### src/rtl/frame_sum_accumulator_pkg.sv
// Shared types, default widths and channel-slicing helpers for the frame sum accumulator.
package frame_sum_accumulator_pkg;

  typedef enum logic {
    IDLE  = 1'b0,
    ACCUM = 1'b1
  } state_t;

  localparam int DEF_NUM_CH     = 3;
  localparam int DEF_LINE_SUM_W = 24;
  localparam int DEF_ACC_W      = 32;
  localparam int DEF_MAX_LINES  = 1024;
  localparam int DEF_SATURATE   = 1;

  // Width of a line counter able to hold the value max_lines itself.
  function automatic int cnt_width(input int max_lines);
    return $clog2(max_lines + 1);
  endfunction

  // LSB position of channel ch inside a packed multi-channel vector.
  function automatic int lane_lsb(input int ch, input int width);
    return ch * width;
  endfunction

endpackage

### src/rtl/frame_sum_accumulator_if.sv
// Line-sum input / frame-sum output bundle of the frame sum accumulator.
interface frame_sum_accumulator_if
  import frame_sum_accumulator_pkg::*;
#(
  parameter int NUM_CH     = DEF_NUM_CH,
  parameter int LINE_SUM_W = DEF_LINE_SUM_W,
  parameter int ACC_W      = DEF_ACC_W,
  parameter int CNT_W      = cnt_width(DEF_MAX_LINES)
);
  logic [CNT_W-1:0]             cfg_num_lines;
  logic                         in_valid;
  logic                         in_sof;
  logic [NUM_CH*LINE_SUM_W-1:0] in_sum;
  logic                         out_valid;
  logic [NUM_CH*ACC_W-1:0]      out_sum;
  logic [NUM_CH-1:0]            out_overflow;
  logic                         out_err;
  logic                         busy;
  logic [CNT_W-1:0]             line_cnt;

  // Producer of line sums / consumer of frame results.
  modport master (
    output cfg_num_lines, in_valid, in_sof, in_sum,
    input  out_valid, out_sum, out_overflow, out_err, busy, line_cnt
  );

  // The accumulator itself.
  modport slave (
    input  cfg_num_lines, in_valid, in_sof, in_sum,
    output out_valid, out_sum, out_overflow, out_err, busy, line_cnt
  );
endinterface

### src/rtl/frame_sum_accumulator_sat_acc_lane.sv
// One channel's add with carry detection, clamped or wrapped on overflow.
module sat_acc_lane
  import frame_sum_accumulator_pkg::*;
#(
  parameter int LINE_SUM_W = DEF_LINE_SUM_W,
  parameter int ACC_W      = DEF_ACC_W,
  parameter int SATURATE   = DEF_SATURATE
) (
  input  logic [ACC_W-1:0]      i_acc,
  input  logic [LINE_SUM_W-1:0] i_add,
  output logic [ACC_W-1:0]      o_acc,
  output logic                  o_ovf
);
  // One extra bit so the carry-out is visible.
  logic [ACC_W:0] w_wide;

  assign w_wide = {1'b0, i_acc} + (ACC_W+1)'(i_add);
  assign o_ovf  = w_wide[ACC_W];
  assign o_acc  = (w_wide[ACC_W] && (SATURATE != 0)) ? {ACC_W{1'b1}} : w_wide[ACC_W-1:0];

endmodule

### src/rtl/frame_sum_accumulator.sv
// Accumulates per-channel line sums over a frame of N lines and publishes the frame totals.
module frame_sum_accumulator
  import frame_sum_accumulator_pkg::*;
#(
  parameter int NUM_CH     = DEF_NUM_CH,
  parameter int LINE_SUM_W = DEF_LINE_SUM_W,
  parameter int ACC_W      = DEF_ACC_W,
  parameter int MAX_LINES  = DEF_MAX_LINES,
  parameter int SATURATE   = DEF_SATURATE
) (
  input logic                   CLK,
  input logic                   reset_n,
  frame_sum_accumulator_if.slave bus
);
  localparam int               CNT_W = cnt_width(MAX_LINES);
  localparam logic [CNT_W-1:0] MAX_N = CNT_W'(MAX_LINES);

  state_t            r_state;
  logic [ACC_W-1:0]  r_acc [NUM_CH];
  logic [NUM_CH-1:0] r_ovf;
  logic [CNT_W-1:0]  r_line_cnt;
  logic [CNT_W-1:0]  r_num_lines;
  logic [ACC_W-1:0]  r_out_sum [NUM_CH];
  logic [NUM_CH-1:0] r_out_ovf;
  logic              r_out_valid;
  logic              r_out_err;

  logic [ACC_W-1:0]  w_load [NUM_CH];
  logic [ACC_W-1:0]  w_sum [NUM_CH];
  logic [NUM_CH-1:0] w_lane_ovf;
  logic [CNT_W-1:0]  w_num_lines;
  logic [CNT_W-1:0]  w_cnt_inc;

  // A zero or out-of-range line count means "as many lines as the block supports".
  assign w_num_lines = ((bus.cfg_num_lines == '0) || (bus.cfg_num_lines > MAX_N)) ?
                       MAX_N : bus.cfg_num_lines;
  assign w_cnt_inc   = r_line_cnt + CNT_W'(1);

  genvar gi;
  generate
    for (gi = 0; gi < NUM_CH; gi++) begin : g_lane
      assign w_load[gi] = ACC_W'(bus.in_sum[lane_lsb(gi, LINE_SUM_W) +: LINE_SUM_W]);

      sat_acc_lane #(
        .LINE_SUM_W (LINE_SUM_W),
        .ACC_W      (ACC_W),
        .SATURATE   (SATURATE)
      ) u_lane (
        .i_acc (r_acc[gi]),
        .i_add (bus.in_sum[lane_lsb(gi, LINE_SUM_W) +: LINE_SUM_W]),
        .o_acc (w_sum[gi]),
        .o_ovf (w_lane_ovf[gi])
      );

      assign bus.out_sum[lane_lsb(gi, ACC_W) +: ACC_W] = r_out_sum[gi];
    end
  endgenerate

  assign bus.out_valid    = r_out_valid;
  assign bus.out_overflow = r_out_ovf;
  assign bus.out_err      = r_out_err;
  assign bus.busy         = (r_state == ACCUM);
  assign bus.line_cnt     = r_line_cnt;

  // Frame FSM: start on sof, add each further line, publish on the Nth line.
  always_ff @(posedge CLK or negedge reset_n) begin
    if (!reset_n) begin
      r_state     <= IDLE;
      r_ovf       <= '0;
      r_line_cnt  <= '0;
      r_num_lines <= '0;
      r_out_ovf   <= '0;
      r_out_valid <= 1'b0;
      r_out_err   <= 1'b0;
      for (int c = 0; c < NUM_CH; c++) begin
        r_acc[c]     <= '0;
        r_out_sum[c] <= '0;
      end
    end else begin
      r_out_valid <= 1'b0;
      r_out_err   <= 1'b0;
      if (bus.in_valid) begin
        if (bus.in_sof) begin
          // A sof inside a frame abandons the partial sums and flags it.
          if (r_state == ACCUM) begin
            r_out_err <= 1'b1;
          end
          for (int c = 0; c < NUM_CH; c++) begin
            r_acc[c] <= w_load[c];
          end
          r_ovf       <= '0;
          r_num_lines <= w_num_lines;
          if (w_num_lines == CNT_W'(1)) begin
            // Single-line frame completes on its own sof.
            for (int c = 0; c < NUM_CH; c++) begin
              r_out_sum[c] <= w_load[c];
            end
            r_out_ovf   <= '0;
            r_out_valid <= 1'b1;
            r_line_cnt  <= '0;
            r_state     <= IDLE;
          end else begin
            r_line_cnt <= CNT_W'(1);
            r_state    <= ACCUM;
          end
        end else if (r_state == IDLE) begin
          // Data without a frame start is dropped.
          r_out_err <= 1'b1;
        end else begin
          for (int c = 0; c < NUM_CH; c++) begin
            r_acc[c] <= w_sum[c];
          end
          r_ovf <= r_ovf | w_lane_ovf;
          if (w_cnt_inc == r_num_lines) begin
            for (int c = 0; c < NUM_CH; c++) begin
              r_out_sum[c] <= w_sum[c];
            end
            r_out_ovf   <= r_ovf | w_lane_ovf;
            r_out_valid <= 1'b1;
            r_line_cnt  <= '0;
            r_state     <= IDLE;
          end else begin
            r_line_cnt <= w_cnt_inc;
          end
        end
      end
    end
  end

endmodule

### src/flat_wrapper.sv
// flat-port wrapper written by rule: the top's interface ports become plain ports
module frame_sum_accumulator_flat import frame_sum_accumulator_pkg::*;
#(
  parameter int NUM_CH     = DEF_NUM_CH,
  parameter int LINE_SUM_W = DEF_LINE_SUM_W,
  parameter int ACC_W      = DEF_ACC_W,
  parameter int MAX_LINES  = DEF_MAX_LINES,
  parameter int SATURATE   = DEF_SATURATE
)
  (CLK, reset_n, bus_cfg_num_lines, bus_in_valid, bus_in_sof, bus_in_sum, bus_out_valid, bus_out_sum, bus_out_overflow, bus_out_err, bus_busy, bus_line_cnt);
  frame_sum_accumulator_if #(.NUM_CH(NUM_CH), .LINE_SUM_W(LINE_SUM_W), .ACC_W(ACC_W), .CNT_W((cnt_width(1024)))) bus_i ();
  input logic CLK;
  input logic reset_n;
  input wire logic [$bits(bus_i.cfg_num_lines)-1:0] bus_cfg_num_lines;
  input wire logic [$bits(bus_i.in_valid)-1:0] bus_in_valid;
  input wire logic [$bits(bus_i.in_sof)-1:0] bus_in_sof;
  input wire logic [$bits(bus_i.in_sum)-1:0] bus_in_sum;
  output wire logic [$bits(bus_i.out_valid)-1:0] bus_out_valid;
  output wire logic [$bits(bus_i.out_sum)-1:0] bus_out_sum;
  output wire logic [$bits(bus_i.out_overflow)-1:0] bus_out_overflow;
  output wire logic [$bits(bus_i.out_err)-1:0] bus_out_err;
  output wire logic [$bits(bus_i.busy)-1:0] bus_busy;
  output wire logic [$bits(bus_i.line_cnt)-1:0] bus_line_cnt;
  assign bus_i.cfg_num_lines = bus_cfg_num_lines;
  assign bus_i.in_valid = bus_in_valid;
  assign bus_i.in_sof = bus_in_sof;
  assign bus_i.in_sum = bus_in_sum;
  assign bus_out_valid = bus_i.out_valid;
  assign bus_out_sum = bus_i.out_sum;
  assign bus_out_overflow = bus_i.out_overflow;
  assign bus_out_err = bus_i.out_err;
  assign bus_busy = bus_i.busy;
  assign bus_line_cnt = bus_i.line_cnt;
  frame_sum_accumulator #(.NUM_CH(NUM_CH), .LINE_SUM_W(LINE_SUM_W), .ACC_W(ACC_W), .MAX_LINES(MAX_LINES), .SATURATE(SATURATE)) u_core (.CLK(CLK), .reset_n(reset_n), .bus(bus_i));
endmodule
### config.mk
export PLATFORM = sky130hd
export DESIGN_NAME = frame_sum_accumulator_flat
export DESIGN_NICKNAME = d
export VERILOG_FILES = /design/src/rtl/frame_sum_accumulator_pkg.sv /design/src/rtl/frame_sum_accumulator_if.sv /design/src/rtl/frame_sum_accumulator_sat_acc_lane.sv /design/src/rtl/frame_sum_accumulator.sv /design/src/flat_wrapper.sv
export SDC_FILE = /design/constraint.sdc
export NUM_CORES = 1
export LEC_CHECK = 0
export CAP_MARGIN = 20
export CELL_PAD_IN_SITES_DETAIL_PLACEMENT = 0
export CELL_PAD_IN_SITES_GLOBAL_PLACEMENT = 1
export CORE_UTILIZATION = 45
export DETAILED_ROUTE_END_ITERATION = 12
export PLACE_DENSITY_LB_ADDON = 0.1
export SLEW_MARGIN = 25
export SYNTH_ARGS = -nofsm -noshare
export SYNTH_HDL_FRONTEND = slang
export SYNTH_HIERARCHICAL = 1
export SYNTH_SLANG_ARGS = --single-unit
### constraint.sdc
create_clock -name CLK -period 6.4 [get_ports CLK]
set_input_delay 0.64 -clock CLK [delete_from_list [all_inputs] [get_ports CLK]]
set_output_delay 0.64 -clock CLK [all_outputs]
set_load 0.02 [all_outputs]
# == Word-level counts from Yosys, hierarchy flattened ==
# Cells that the tools add are included.
# word_totals
regBits,223
word_cells,62
inputBits,87
output_inout_bits,113
# op_classes
order_cmp,1
eq_ne,3
n_reduce_logical,7
bitwise,1
mux,33
add_sub_neg,4
# ops
operator,count
96-bit two-way mux,6
32-bit by 24-bit adder with 33-bit output,3
32-bit two-way mux,3
11-bit two-way mux,4
3-bit two-way mux,6
1-bit two-way mux,14
11-bit by 1-bit adder with 11-bit output (second input constant),1
11-bit by 1-bit equality test with 1-bit output (second input constant),1
11-bit equality test,1
11-bit > comparator (second input constant),1
11-bit zero test,1
2-bit AND reduction,2
4-bit AND reduction,1
2-bit nonzero test,2
3-bit OR,1
2-bit by 1-bit inequality test with 1-bit output (second input constant),1
1-bit logical OR,1

# == Depth between registers and ports, before layout ==
# Gate-level depths: netlist of the first run.
# logic_depth
ltp_word,7
depth_mapped,12
depth_no_buf,12

# == By module ==
# Netlist of the first run, hierarchy kept.
# modules_own_cells
mod,area_each_um2,instances,seq_area_each_um2,cells_each
frame_sum_accumulator,10194.8,1,5580.4,946
sat_acc_lane (u_core.g_lane[1].u_lane ...),1682.9,2,0.0,242
sat_acc_lane (u_core.g_lane[0].u_lane),1825.5,1,0.0,266

# == Least setup slack after synthesis of the first run ==
# No wires, ideal clock.
# synth_timing
kind,input-to-reg
start,input port bus_in_sum[48]
end,"register u_core.r_out_sum, in the netlist u_core/bus.out_sum[87]"
stages,11
t_required_ns,6.274
n_path_buf,0
setup_time_ns,0.126
t_arrival_ns,3.291
slack_ns,2.983
cell_sequence,ha_1 -> fa_1 -> a211oi_1 -> o311a_1 -> o21a_2 -> a21oi_2 -> o211ai_4 -> inv_2 -> or4_1 -> nor3b_1 -> a221o_1
# synth_rtl
element,line,text
from (decl),flat_wrapper.sv:17,input wire logic [$bits(bus_i.in_sum)-1:0] bus_in_sum;
"to (signal, indexed assignment)",frame_sum_accumulator.sv:96,r_out_sum[c] <= w_load[c];
"to (signal, indexed assignment)",frame_sum_accumulator.sv:116,r_out_sum[c] <= w_sum[c];
to (decl),frame_sum_accumulator.sv:23,logic [ACC_W-1:0] r_out_sum [NUM_CH];

# == Worst setup path in the final report of the first run ==
# layout_timing
start,input port bus_in_sof
end,"register u_core.r_out_sum, in the netlist u_core/bus.out_sum[11]"
# layout_via
elab_chain_len,2
word_cells_on_any_way,5
cone_classes,eq/ne (1); mux (1); reduce/logical (3)
# layout_lines
element,line,text
from (decl),flat_wrapper.sv:16,input wire logic [$bits(bus_i.in_sof)-1:0] bus_in_sof;
2-bit by 1-bit inequality test with 1-bit output (no source line) or 2-bit nonzero test (tied branches),-,
4-bit AND reduction (no source line),-,
# Parallel ways exist; a longest one is shown, timed or not.
# A chain may end at the register's enable or synchronous reset.

==> results of run 1 <==
-- through the flow --
step / setup slack [ns] / std cells / cell area [sq um]
floorplan: 2.98 / 1696 / 15400
global placement: 1.68 / 2246 / 17600
detailed placement: 1.58 / 2246 / 17600
CTS: 2.18 / 2299 / 18500
global route: 1.88 / 2301 / 18600
finish: 2.22 / 2301 / 18600
-- logic make-up (layout without fill, tap and decap cells) --
group                    Yosys count  after routing
flip-flops                       223            223
adder cells (fa/ha/maj)           77             77
XOR/XNOR                          74             74
buffers and inverters            137            294
AND/OR/NAND/NOR                  582            582
multiplexers                      88             88
AO/OA/AOI/OAI                    515            515
-- sequential cells by signal, indices dropped and copies added (netlist names) --
name / cells
u_core/bus.out_sum: 96
u_core/r_acc: 96
u_core/bus.line_cnt: 11
u_core/r_num_lines: 11
u_core/bus.out_overflow: 3
u_core/r_ovf: 3
u_core/bus.busy: 1
u_core/bus.out_err: 1
u_core/bus.out_valid: 1
-- Yosys cell counts (all sizes together), types with 16 or more instances --
library cell / n / area share (%)
nand2: 246 / 6.1
dfrtp: 223 / 36
o21ai: 154 / 5.1
a21oi: 85 / 2.9
mux2i: 80 / 5.2
nor3b: 75 / 3.7
ha: 74 / 6.0
clkbuf: 72 / 1.9
nor2: 57 / 1.4
and3: 53 / 2.3
nand3: 50 / 1.7
a211o: 40 / 2.3
a221o: 39 / 2.5
xnor2: 37 / 2.1
xor2: 37 / 2.1
buf: 36 / 1.4
a21o: 30 / 1.5
inv: 28 / 0.68
o21a: 27 / 1.3
o2bb2ai: 24 / 1.4
a211oi: 16 / 0.81
-- final cells by class --
cell class	instances	area, sq um
Clock buffer	40	847
Sequential cell	223	5580
Tap cell	448	561
Fill cell	3101	15000
Multi-Input combinational cell	1336	9230
Clock inverter	12	96.3
Timing Repair Buffer	213	2160
Inverter	29	109
-- layer usage --
layer | routed length, microns | share of wire, %
met5 | 0 | 0
met4 | 899 | 2.2
met3 | 1870 | 4.5
met2 | 19400 | 46
met1 | 19500 | 47
-- power by group --
group	internal [mW]	switching [mW]	total, mW
Combinational	1.55	1.90	3.45
Sequential	1.73	0.259	1.99
Clock	0.957	0.650	1.61
Total	4.24	2.81	7.05
-- timing repair --
action                                 4_1_cts  5_1_grt
hold buffers                                 1        0
setup buffers                                0        0
endpoints found under the hold margin       19        0
-- worst max-delay path, stage by stage --
cell and delay [ns]:
sky130_fd_sc_hd__buf_6 0.59, sky130_fd_sc_hd__clkinv_1 0.23, sky130_fd_sc_hd__ha_1 0.27, sky130_fd_sc_hd__nand2b_4 0.54, sky130_fd_sc_hd__nor2_4 0.58, sky130_fd_sc_hd__buf_4 0.42
sky130_fd_sc_hd__o21ai_4 0.24, sky130_fd_sc_hd__buf_4 0.33, sky130_fd_sc_hd__buf_16 0.23, sky130_fd_sc_hd__a221o_1 0.39
-- worst min-delay path by stage --
stage | startpoint | end | slack, ns | cells after the start
2_1_floorplan | reset_n | u_core/bus.busy | 0.34 | 0
3_3_place_gp | u_core/r_acc[35] | u_core/r_acc[35] | 0.47 | 2
3_5_place_dp | u_core/bus.out_sum[59] | u_core/bus.out_sum[59] | 0.47 | 1
4_1_cts | u_core/r_acc[83] | u_core/r_acc[83] | 0.49 | 2
5_1_grt | u_core/r_acc[83] | u_core/r_acc[83] | 0.50 | 2
6_report | u_core/bus.out_sum[60] | u_core/bus.out_sum[60] | 0.48 | 1
==> results summary, run 1 <==
The end of the worst register-to-register path is u_core/bus.out_sum[87]. From synthesis to final layout, the design area changed by 20.8%. The via count of the first global-routing pass was about 13000.

The first global-routing pass estimated 69900 microns of wire. The worst slew slack as a fraction of its limit is a little over a third. The worst path uses between 60% and 70% of the clock period. The complex-gate fraction of the synthesized area came out at 23.7%. The met1 track utilization from global routing is roughly a third. After synthesis, the share of cell area in mux cells is 5.84%. The final count of pins violating max slew is 0. The final setup TNS came out at 0 ns. The worst-case hold slack is approximately 0.48 ns. The length of the first detailed-routing pass in iterations came out at 8. The initial utilization of the core area, before any placement, comes to between 40% and 50%. The overall die width is about 190 microns. Clock-pin slew was measured on the worst setup and hold paths at roughly 0.06 ns.

The total design power is between 7 and 8 mW. Counting every net in the synthesized netlist gives 1860. Setup repair after global routing left no endpoint under its margin. The number of violations reported at the end of detailed-routing iteration 0 is 740. The number of antenna violations at the first check in global routing is 0. The most common flop cell mapped by yosys is sky130_fd_sc_hd__dfrtp_1.

The total track usage came out at 24.1%. In this run the critical register-to-register path is launched from u_core/r_acc[0]. After global routing, the most crowded layer is met2.

The number of distinct library cells after synthesis is 87. The worst setup path is launched from a primary input. Yosys printed 6 warnings. After detailed routing, the number of remaining DRC violations is 0. The routed via count divided by cell count is about 5.8. The final-report setup violation count came out at 0.

The tree is rooted in a sky130_fd_sc_hd__clkbuf_16. The fraction of synthesized cell area in xor and xnor cells is 4.21%. The top-level I/O count came out at 200. The run finished with clean final reports. The capture point of the worst path is u_core/bus.out_sum[11].

The maximum number of pins on one net before global-route repair came out at around 170. The overall overflow remaining after global route is 0. The synthesized-area fraction occupied by and/or/nand/nor cells is around a fifth. For this run, the register share of the synthesized area comes to roughly 36%. The reported leakage power came out at just over 8 nW.

The synthesized design contains 0 enable-type register cells. For flop-to-flop paths, the worst setup slack is 2.43 ns. The library cell used most frequently in the layout, excluding fill and tap cells, is sky130_fd_sc_hd__nand2_1. The detailed placer's ending HPWL came out at around 28000 microns. The die covers approximately 0.035 sq mm. For met2 alone, demand over resource in global routing was 39.8%. The detail route stage leaves a number of antenna-violating nets equal to 0. The post-synthesis sequential element count is between 200 and 250.

The worst hold path belongs to the class register to register. From bottom edge to top edge, the die measures around 190 microns. For met3 alone, demand over resource in global routing was under 10%.

After synthesis, the largest family of logic cells by area is compound AO/OA/AOI/OAI gates. STA classifies the critical path endpoint as a register. The logic depth of the worst register-to-register path is 11.

For this design the ratio of total power to cell area is 379 mW/mm^2. The required time reported for the critical path endpoint came out at 6.84 ns. Clock tree synthesis inserted a total of 28 buffers. The final count of hold timing violations is 0. Across the VDD grid, the largest voltage drop is 0.238 mV. The number of maximum-capacitance constraint violations is 0. The critical path in this run is classified as primary input to register. The post-synthesis instance total is between 1500 and 2000.

The setup skew after layout is between 0.015 and 0.02 ns. The standard-cell row count came out at between 60 and 70. The peak clock frequency supported by timing came out at about 240 MHz. The quantity of gates resized following cts is 0. The number of clock sinks seen by CTS came out at between 200 and 250. The placer's final routability congestion estimate came out at 0.852. The maximum clock insertion buffer count is 3.

The critical-path maximum fanout is 94. The adder and majority gate portion of the synthesized area came out at around 6.4%. In the final design database the tool counted 1995 nets. The clock reaches the later pin of the worst-skew pair after between 0.5 and 0.6 ns. The number of antenna repair diodes came out at 0. In the layout the commonest cells are 243 x sky130_fd_sc_hd__nand2_1, 223 x sky130_fd_sc_hd__dfrtp_1, 197 x sky130_fd_sc_hd__clkdlybuf4s50_1. The post-detailed-route wirelength per cell came out at 18.1 microns. Data on the critical path arrives at its endpoint at 4.62 ns.

The routed via count came out at approximately 13000. In this run the number of H-tree levels came out at 1. The launch point of the critical path is bus_in_sof.

The end-of-flow core utilization came out at a little under three fifths. The final layout contains routed wiring with a total length of roughly 42000 microns. The netlist area before placement came out at 0.0154 sq mm. At the pin with the least slew margin, the transition time is 0.970 ns. The average instance area after synthesis came out at a little over 9 sq um. During placement, the flow inserted port buffers numbering about 200. The worst path needs between 4 and 5 ns of the cycle, external delays included. The post-synthesis async set-or-reset flop share is 100%. The fraction of final layout cells sized beyond drive strength 1 is under 10%. The placeable core region came out at 0.0336 sq mm. TritonCTS built the clock tree.
Power figures use the tool's default switching activity.
==> run 2, diff against run 1 <==
CORE_UTILIZATION = 43   (was 45)
clock period = 3.9 ns   (was 6.4 ns; I/O delays follow)
==> run 2 against run 1 <==
Via count rose by 0.73%. First-iteration DRC count grew 5.8%. Largest cell class unchanged. Critical endpoint is now u_core/bus.out_sum[86]. Setup slack got worse by 1.7 ns. Largest power group unchanged. Sequential power grew 64%. Die area grew 4.6%.
==> results summary, run 2 (same netlist as run 1, synthesis figures left out) <==
The flow ran to the end, and the final reports show no timing, DRC or antenna violations. The slew at the pin closest to its max-slew limit is 1.00 ns (+0.0309 ns). The top cell types in the final layout, fill and taps aside, are 243 x sky130_fd_sc_hd__nand2_1, 223 x sky130_fd_sc_hd__dfrtp_1, 197 x sky130_fd_sc_hd__clkdlybuf4s50_1. The standard-cell row count is 68 (+1.5%). The most common cell after layout, fill and taps aside is sky130_fd_sc_hd__nand2_1.

The number of clock sinks seen by CTS came to 223 (unchanged). The launch point of the critical path is u_core/r_acc[0]. The count of buffers inserted at the top-level ports came out at 199 (unchanged).

The maximum clock insertion buffer count was 3 (unchanged). The top-level I/O count came out at 200 (unchanged). The number of antenna violations at the first check in global routing was 0 (unchanged). The final count of pins violating max slew is 0 (unchanged).

The worst setup path is launched from a register. The number of H-tree branching levels is 1 (unchanged). The placeable core region came out at 0.0349 sq mm (+3.8%). For this run, the top clock speed supported by timing is 299 MHz. The number of DRC violations after detailed routing came out at 0 (unchanged). The total power density per cell area is 617 mW/mm^2 (+63%). The final count of hold timing violations is 0 (unchanged). After layout, the worst path uses a little under nine tenths of the clock period. The required time reported for the critical path endpoint came out at 4.35 ns (-2.49 ns).

Setup repair after global routing left no endpoint under its margin. The fraction of final layout cells sized beyond drive strength 1 is 6.94% (+0.24 points). The total track usage came to 24.2% (+0.17 points). In this run the critical register-to-register path is launched from u_core/r_acc[0]. The setup skew after layout came out at 0.0171 ns (-0.00242 ns). The critical-path maximum fanout came out at 4 (-96%). The clock tree from TritonCTS is yes. The pre-CTS setup slack came out at 0.0431 ns (-1.54 ns). The minimum period implied by the final worst setup slack came out at 3.34 ns. The maximum number of pins on one net before global-route repair is 207 (+21%).

The detailed placer's ending HPWL is 29400 microns (+3.5%). The reported leakage power came out at 8.33 nW (+0.57%). The number of buffers created by CTS was 27 (-3.6%). The final-stage net count came out at 2008 (+0.65%). The worst setup path is of the register to register kind. The number of maximum-capacitance constraint violations is 0 (unchanged). The endpoint class of the critical path is a register. The number of antenna repair diodes is 0 (unchanged). The overall overflow remaining after global route came to 0 (unchanged). The die area came to 0.0365 sq mm (+4.6%).

The clock latency at the later pin of the worst-skew pair came out at 0.57 ns (about the same). The origin of the worst min-delay path is bus_in_sof. The quantity of gates resized following cts is 0 (unchanged). The minimum setup slack in the final design came out at 0.555 ns (-1.66 ns). The overall die width came to 191 microns (+2.3%). The data arrival time at the worst-slack endpoint was 3.80 ns (-0.82 ns).

The routed via count is 13500 (+0.73%). The length of the first detailed-routing pass in iterations came out at 5 (-3). The number of violations reported at the end of detailed-routing iteration 0 was 783 (+5.8%).

The post-detailed-route wirelength per cell is 18.8 microns (+4.0%). The final-report setup violation count is 0 (unchanged). The final setup TNS came out at 0 ns (unchanged). The wire length of the first global-routing pass came to 71800 microns (+2.7%). The height of the chip is 191 microns (+2.3%). The starting density of the core is 44.1% (-1.7 points). The placer's final routability congestion estimate was 0.872 (+2.3%).

The routed via count divided by cell count is 5.81 (+0.12%). The via count of the first global-routing pass is 13300 (+0.17%). From synthesis to final layout, the design area changed by 21.3%. The routed wire length came out at 43600 microns (+4.6%).

The worst-case vdd ir drop came out at 0.440 mV (+85%). The tightest min-delay check is of the primary input to register type. The CTS clock-pin slew for the worst setup and hold paths is 0.06 ns (about the same). The worst slew slack as a fraction of its limit was 33.2% (-2.1 points). The root buffer cell chosen for the clock tree is sky130_fd_sc_hd__clkbuf_16. The final antenna-violating net count came out at 0 (unchanged).
[run 2: critical path, stage by stage (launching register included)]
cell and delay [ns]:
sky130_fd_sc_hd__dfrtp_1 0.38, sky130_fd_sc_hd__ha_1 0.24, sky130_fd_sc_hd__fa_1 0.43, sky130_fd_sc_hd__a211oi_1 0.35, sky130_fd_sc_hd__o311a_1 0.26, sky130_fd_sc_hd__o21a_2 0.20, sky130_fd_sc_hd__o21ai_0 0.16, sky130_fd_sc_hd__a311o_1 0.44
sky130_fd_sc_hd__a311oi_1 0.28, sky130_fd_sc_hd__o21ai_1 0.10, sky130_fd_sc_hd__nor3b_1 0.15, sky130_fd_sc_hd__a211o_1 0.25
[run 2: worst paths after layout]
check | end | slack, ns | depth (start not counted)
worst min-delay path | u_core/bus.out_err | 0.24 | 4
worst max register to register | u_core/bus.out_sum[86] | 0.56 | 11
worst min register to register | u_core/bus.out_sum[43] | 0.48 | 1
worst max-delay path | u_core/bus.out_sum[86] | 0.56 | 11
max in group asynchronous | u_core/bus.out_sum[10] | 2.51 | 4
min in group asynchronous | u_core/bus.line_cnt[8] | 0.32 | 2
[run 2: layout make-up]
| cell class | count | area (sq um) |
|---|---|---|
| Tap cell | 455 | 569 |
| Inverter | 29 | 109 |
| Sequential cell | 223 | 5580 |
| Clock inverter | 8 | 121 |
| Clock buffer | 37 | 763 |
| Multi-Input combinational cell | 1336 | 9230 |
| Timing Repair Buffer | 227 | 2290 |
| Fill cell | 3324 | 16200 |
[run 2: report_power, final]
group | switching, mW | internal, mW
clock | 1.02 | 1.55
sequential | 0.421 | 2.84
combinational | 3.12 | 2.56
[run 2: repair_timing]
item	CTS	global route
hold buffers	1	0
setup buffers	0	0
hold endpoints to repair	59	0
[run 2: per-layer routing]
layer | share of wire (%) | GRT usage (%)
met3 | 4.4 | 3.76
met1 | 47 | 33.1
met4 | 2.1 | 5.13
met5 | 0 | 0
met2 | 47 | 40.3
[run 2: per-stage QoR]
stage	area (sq um)	utilization [%]	hold WS (ns)	total power, mW	cells
after CTS	18600	53.4	0.210	11.6	2314
after floorplan	15400	-	0.0944	7.46	1696
final	18700	53.5	0.242	11.5	2315
after global routing	18700	53.5	0.251	12.4	2315
after detailed placement	17700	50.9	0.473	8.93	2268
after global placement	17700	50.9	0.468	8.88	2268
==> run 3, diff against run 2 <==
CAP_MARGIN = 0   (was 20)
==> results of run 3 <==
Same layout as run 2: the final DEF is identical, and so are final timing and power.
